--- config.mk ---
export PLATFORM = sky130hd
export DESIGN_NAME = mips_bus_arb
export DESIGN_NICKNAME = d
export VERILOG_FILES = /design/src/rtl/mips_bus_arb.sv
export SDC_FILE = /design/constraint.sdc
export NUM_CORES = 1
export LEC_CHECK = 0
export CORE_MARGIN = 8
export CORE_UTILIZATION = 40
export DETAILED_ROUTE_END_ITERATION = 10
export PLACE_DENSITY = 0.8
export SKIP_LAST_GASP = 1
export SLEW_MARGIN = 20
export SYNTH_ARGS = -nofsm -noshare
export SYNTH_HDL_FRONTEND = slang
export SYNTH_SLANG_ARGS = --single-unit
--- constraint.sdc ---
create_clock -name clock -period 4.94 [get_ports clock]
set_input_delay 0.988 -clock clock [delete_from_list [all_inputs] [get_ports clock]]
set_output_delay 0.988 -clock clock [all_outputs]
set_load 0.005 [all_outputs]
--- src/rtl/mips_bus_arb.sv ---
`default_nettype none
// ============================================================================
// Module   : mips_bus_arb
// Purpose  : Merges the MIPS I core's instruction-fetch and data buses onto
//            one shared memory port with a ready handshake, per-requester
//            completion pulses, a pipeline stall level and a wait timeout.
// Revision : 1.0 - initial release
// ============================================================================
module mips_bus_arb #(
  parameter logic [31:0] START   = 32'b0,
  parameter int unsigned TIMEOUT = 255
) (
  input  logic        clock,
  input  logic        reset,
  // instruction-fetch requester
  input  logic        cre,
  input  logic [31:0] PC,
  output logic [31:0] op,
  output logic        cvalid,
  // data requester
  input  logic        re,
  input  logic        we,
  input  logic [31:0] DA,
  input  logic [31:0] DO,
  output logic [31:0] DI,
  output logic        dvalid,
  // status
  output logic        err,
  output logic        stall,
  // shared memory port
  output logic [31:0] MA,
  output logic        MR,
  output logic        MW,
  output logic [31:0] MO,
  input  logic [31:0] MI,
  input  logic        MRDY
);

  // Wait counter is a byte unless the timeout needs more range.
  localparam int unsigned CNT_W = (TIMEOUT > 255) ? $clog2(TIMEOUT + 1) : 8;
  // Counter value in the last wait cycle tolerated before an abort.
  localparam logic [CNT_W-1:0] TO_LAST = CNT_W'((TIMEOUT == 0) ? 0 : TIMEOUT - 1);

  typedef enum logic [1:0] {
    ST_IDLE = 2'd0,
    ST_CODE = 2'd1,
    ST_DATA = 2'd2
  } state_t;

  state_t             state_q;
  logic               last_data_q;   // 1: data was granted most recently
  logic [CNT_W-1:0]   cnt_q;
  logic [31:0]        ma_q;
  logic               mr_q;
  logic               mw_q;
  logic [31:0]        mo_q;
  logic [31:0]        op_q;
  logic [31:0]        di_q;
  logic               cvalid_q;
  logic               dvalid_q;
  logic               err_q;

  logic pend_code;
  logic pend_data;
  logic grant_code;
  logic grant_data;
  logic time_out;

  // A requester whose valid pulse is high this cycle is already served, so it
  // is masked to avoid a duplicate grant of the same request.
  assign pend_code  = cre & ~cvalid_q;
  assign pend_data  = (re | we) & ~dvalid_q;
  // Under contention the requester not granted last wins.
  assign grant_data = pend_data & (~pend_code | ~last_data_q);
  assign grant_code = pend_code & ~grant_data;
  // Abort when the last tolerated wait cycle passes without ready.
  assign time_out   = (TIMEOUT != 0) && (cnt_q == TO_LAST) && !MRDY;

  // Arbiter FSM: grant, drive the memory port, complete or abort the access.
  always_ff @(posedge clock) begin
    if (reset) begin
      state_q     <= ST_IDLE;
      last_data_q <= 1'b0;
      cnt_q       <= '0;
      ma_q        <= START;
      mr_q        <= 1'b0;
      mw_q        <= 1'b0;
      mo_q        <= 32'b0;
      op_q        <= 32'b0;
      di_q        <= 32'b0;
      cvalid_q    <= 1'b0;
      dvalid_q    <= 1'b0;
      err_q       <= 1'b0;
    end else begin
      cvalid_q <= 1'b0;
      dvalid_q <= 1'b0;
      err_q    <= 1'b0;
      case (state_q)
        ST_IDLE: begin
          cnt_q <= '0;
          if (grant_data) begin
            state_q     <= ST_DATA;
            last_data_q <= 1'b1;
            ma_q        <= DA;
            if (we) begin
              mw_q <= 1'b1;
              mo_q <= DO;
            end else begin
              mr_q <= 1'b1;
            end
          end else if (grant_code) begin
            state_q     <= ST_CODE;
            last_data_q <= 1'b0;
            ma_q        <= PC;
            mr_q        <= 1'b1;
          end
        end
        ST_CODE, ST_DATA: begin
          if (MRDY || time_out) begin
            // An aborted access returns 0, which the core executes as a NOP.
            state_q <= ST_IDLE;
            mr_q    <= 1'b0;
            mw_q    <= 1'b0;
            err_q   <= ~MRDY;
            if (state_q == ST_CODE) begin
              op_q     <= MRDY ? MI : 32'b0;
              cvalid_q <= 1'b1;
            end else begin
              dvalid_q <= 1'b1;
              if (mr_q) begin
                di_q <= MRDY ? MI : 32'b0;
              end
            end
          end else if (cnt_q != '1) begin
            cnt_q <= cnt_q + 1'b1;
          end
        end
        default: begin
          state_q <= ST_IDLE;
          mr_q    <= 1'b0;
          mw_q    <= 1'b0;
        end
      endcase
    end
  end

  assign op     = op_q;
  assign DI     = di_q;
  assign cvalid = cvalid_q;
  assign dvalid = dvalid_q;
  assign err    = err_q;
  assign MA     = ma_q;
  assign MR     = mr_q;
  assign MW     = mw_q;
  assign MO     = mo_q;
  assign stall  = (cre & ~cvalid_q) | ((re | we) & ~dvalid_q);

endmodule
`default_nettype wire

## Word-level counts from Yosys, hierarchy flattened

Index checks and enable logic that the tools add are counted.

- Equality and inequality tests: 11
- Div/mod/pow operators: 0
- Muxes and demuxes: 22
- Shifts and indexed selects: 0
- Reduce and logical (&&, ||, !) cells: 16
- Bitwise operators: 16
- $lt $le $gt $ge: 0
- Add/sub/neg operators: 1
- Multipliers: 0

Operator list:

| cell | number |
|---|---|
| 32-bit two-way mux | 3 |
| 8-bit two-way mux | 2 |
| 8-bit one-hot mux with 2 select lines | 1 |
| 3-bit AND reduction | 5 |
| 1-bit two-way mux | 10 |
| 2-bit inequality test, second input constant | 5 |
| 1-bit NOT | 9 |
| 8-bit by 1-bit adder with 8-bit output, second input constant | 1 |
| 8-bit equality test, second input constant | 1 |
| 8-bit inequality test, second input constant | 1 |
| 2-bit two-way mux | 3 |
| 3-bit inequality test, second input constant | 2 |
| 1-bit AND | 4 |
| 1-bit one-hot mux with 2 select lines | 2 |
| 2-bit one-hot mux with 2 select lines | 1 |
| 2-bit AND reduction | 2 |
| 4-bit AND reduction | 1 |
| 2-bit nonzero test | 2 |
| 1-bit bitwise OR | 3 |
| 3-bit OR reduction | 1 |
| 2-bit by 1-bit equality test with 1-bit output, second input constant | 1 |
| 2-bit equality test, second input constant | 1 |
| 2-bit logical NOT | 1 |
| 2-bit OR reduction | 1 |
| other kinds (3) | 3 |

- Memories: 0
- Latch bits: 0
- Output and inout port bits: 134
- Memory bits (writable): 0
- Memory bits (read-only): 0
- Register bits: 144

## Logic depth before layout (Yosys ltp)

- Depth after elaboration: 10
- Depth in mapped cells: 8
- Depth with buffers taken out: 6

## Worst setup path after synthesis

No wires, ideal clock.

- Path kind: input to output
- Start: input port re
- End: output port stall
- Data arrival time: 1.257 ns
- Cell stages on the path: 2
- Slack: 2.695 ns
- Required time: 3.952 ns
- Path through: o21bai_2 > nand2_1

- Longest elaborated chain between the ends: 3

RTL lines:

| what | RTL line | source |
|---|---|---|
| start: declaration | 21 | `input logic re,` |
| 1-bit bitwise OR | 156 | `assign stall = (cre & ~cvalid_q) \| ((re \| we) & ~dvalid_q);` |
| 1-bit AND | 156 |  |
| 1-bit bitwise OR | 156 |  |
| end: declaration | 29 | `output logic stall,` |

No other way between the ends.

## Final worst setup path

- Start: input port we
- End: output port stall

- Longest elaborated chain between the ends: 3

RTL lines:

| what | RTL line | source |
|---|---|---|
| start: declaration | 22 | `input logic we,` |
| 1-bit bitwise OR | 156 |  |
| 1-bit AND | 156 |  |
| 1-bit bitwise OR | 156 |  |

No other way between the ends.

==> key figures <==
Place
  – Cells after DPL: 938
  – Hpwl dp: 13670 um
  – GPL Wtd Cong: 0.8161
  – PortBufs: 267

Power
  – Sw Pwr: 1.167 mW
  – Clock share of power: 0.327
  – Cell Int Power: 2.763 mW
  – Flop pwr share: 0.369
  – Switching share of power: 0.2969
  – Cell area power density: 446.0 nW/um^2
  – Logic pwr share: 0.304
  – Peak VDD IR: 0.0002886 V
  – P_leak: 3.304 nW

Worst setup path
  – Delay-heaviest family, CP: buffers and inverters
  – R2r startpoint: state_q[1]
  – Buffers & Inverters on Critical Path: 2
  – Slowest stage delay, CP: 0.49 ns
  – Critical-path cell list: clkdlybuf4s50_1 > o21bai_2 > nand2_1 > clkdlybuf4s50_1
  – Crit path max fanout: 5
  – Crit. Startpoint: we
  – Worst Reg-to-Reg Cells: 6
  – Crit path capture: stall
  – Worst setup SP type: input pin
  – Setup slack, reg-to-reg: 2.88 ns
  – Crit path depth: 4
  – CP max stage cell: clkdlybuf4s50_1
  – Req. time, crit path: 3.95 ns
  – Crit path DAT: 2.40 ns
  – CP Class: input pin to output port
  – Most used cell, CP: clkdlybuf4s50_1
  – Worst setup EP type: output port
  – R2r endpoint: MO[8]

Die
  – Die Height: 132.8 um
  – Starting Density: 0.4103
  – # IOs: 268
  – Row count: 42
  – Chip Width: 132.8 um
  – Core area: 13300 sq um
  – Total Die Area: 17630 sq um

Clocking
  – CTS tree: done
  – H-Tree Depth: 4
  – Clock buffer count from CTS: 17
  – Worst-skew pair later-pin latency: 0.41 ns
  – CTS clock-pin slew for the worst setup and hold paths: 0.06 ns
  – Hold_buf cts: 0
  – Root Driver: clkbuf_16
  – Postcts setup bufs: 0
  – Num Clock Sinks: 144
  – Clk buf depth: 2
  – Resize count post-CTS: 0

Global route
  – Initial antenna violation count: 0
  – Pin count of the biggest net entering global routing: 65
  – Total track usage: 0.2048
  – GRT Residual Overflow: 0
  – Vias in the first global route: 5385
  – First-pass GRT wire length: 29040 um

Layout
  – Final layout net count: 919
  – Final Non-Filler Cells: 970
  – Diode count: 0
  – Layout area overhead: 61.49%
  – Share of cells above drive strength 1: 0.06801

Worst hold path
  – Hold crit path type: register to register

Drt
  – DRT Pass-1 Iters: 6
  – DRT antenna net count: 0
  – DRC Markers: 0
  – DR iter-0 viols: 274
  – Via density: 5.380
  – Routed wire length: 18720 um
  – WL/cell: 19.29 um
  – Vias: 5219

STA
  – Min cycle time layout: 3.390 ns
  – FMAX: 295.0 MHz
  – Worst Clk Skew: 0.007177 ns
  – RSZ-0062 raised after global routing: false
  – Hold Fails Final Rpt: 0
  – Final TNS setup: 0 ns
  – Period utilization: 0.6862
  – Slew headroom: 0.3099
  – Slew Limit Fails: 0
  – Setup violators final: 0
  – Worst-Margin Slew: 1.035 ns

Run status
  – Outcome: finished clean

Synthesis
  – Synthesized cell area: 5455 sq um
  – Number of synthesized flops with an enable pin: 0
  – Count of different cell masters after synthesis: 49
  – Syn avg cell area: 10.20 sq um
  – Ys Warns: 0
  – Commonest register cell after synthesis: dfxtp_1
  – Ys async rst share: 0
  – Syn_nets: 673
  – Yosys reg bits: 144
  – Sequential fraction of the synthesis area: 0.5284
  – Post-Syn Instances: 535

Flow run
  – MaxCap Viol Count: 0
final cells by class:
class	instances	area (sq um)
fillers	996	4486
flip-flops and latches	144	2883
repair buffers	276	2758
multi-input cells	337	2331
clock buffers	21	470.5
well taps	176	220.2
clock inverters	11	128.9
inverters	5	18.77
power by group through the flow:
stage	Combinational (mW)	Clock, mW	Sequential [mW]
after global routing	1.30	1.36	1.47
after floorplan	0.587	0	1.48
final	1.19	1.28	1.45
after detailed placement	1.20	0	1.47
after CTS	1.21	1.31	1.45
after global placement	1.15	0	1.46
cell usage in the layout (no fill, tap or decap), drive strengths merged, types with 3 or more instances in the layout:
master	n
clkbuf	21
nand3	9
o21ai	5
a21oi	38
ha	4
a32o	64
clkdlybuf4s50	265
buf	11
nand2b	5
dfxtp	144
nand4	3
or3	3
nand2	68
and3	5
inv	8
nor2	35
mux2i	33
o211ai	3
a211oi	32
clkinvlp	5
worst min-delay path by stage:
stage / cells after the start / startpoint / end
detailed placement: 2 / MO[31] / MO[31]
global route: 2 / MO[31] / MO[31]
CTS: 2 / MO[31] / MO[31]
finish: 2 / MO[31] / MO[31]
floorplan: 2 / MO[0] / MO[0]
global placement: 2 / MO[29] / MO[29]
kinds of logic after synthesis:
kind of cell,share of synthesized area
AO/OA/AOI/OAI,0.2330
adder cells (fa/ha/maj),0.009175
buffers and inverters,0.04977
flip-flops,0.5284
multiplexers,0.06055
AND/OR/NAND/NOR,0.1190
cells in the mapped netlist (all sizes together) (2+ instances only):
master   number  area, sq um
clkbuf       26        97.59
buf          23        155.2
dfxtp       144         2883
mux2i        33        330.3
a32o         64        640.6
o211ai        3        22.52
nor2         35        131.4
o21bai        2        22.52
o41ai         2        17.52
nand2b        5        31.28
o21ai         5        28.78
and4b         2        20.02
nand2        68        255.2
nand3b        2        15.01
and3          5        31.28
a21oi        38        190.2
or3           3        18.77
inv           5        18.76
a211oi       32        240.2
nand3         9        45.04
ha            4        50.05
o2111ai       2        17.52
nand4         3        25.02
routing by layer:
metal	up-vias	GRT usage	routed length [um]
li1	2490	-	-
met1	2474	0.2199	7270
met2	235	0.3489	9273
met3	20	0.08970	1883
met4	0	0.07571	289
met5	-	0	0
through the flow:
stage          hold slack, ns  instance area, sq um  total power [mW]  setup slack (ns)  utilization
3_3_place_gp           0.4415                  8167             2.610             1.571       0.6142
2_1_floorplan          0.4527                  5455             2.063             2.695            -
4_1_cts                0.4556                  8808             3.971             1.543       0.6625
5_1_grt                0.4744                  8810             4.135             1.480       0.6626
6_report               0.4569                  8810             3.929             1.550       0.6626
3_5_place_dp           0.4474                  8209             2.674             1.545       0.6174
worst reg2reg max path: stages (launching register included):
cell and delay [ns]:
dfxtp_1 0.31, inv_1 0.10, ha_1 0.36, nand4b_1 0.63, buf_8 0.39, nand2_1 0.08
a21oi_1 0.07
registers in the layout, summed over array words and instances, names as in the netlist:
name / count
DI: 32
MA: 32
MO: 32
op: 32
cnt_q: 8
state_q: 2
MR: 1
MW: 1
cvalid: 1
dvalid: 1
err: 1
last_data_q: 1
No activity file was read; power rests on OpenSTA's default activity.
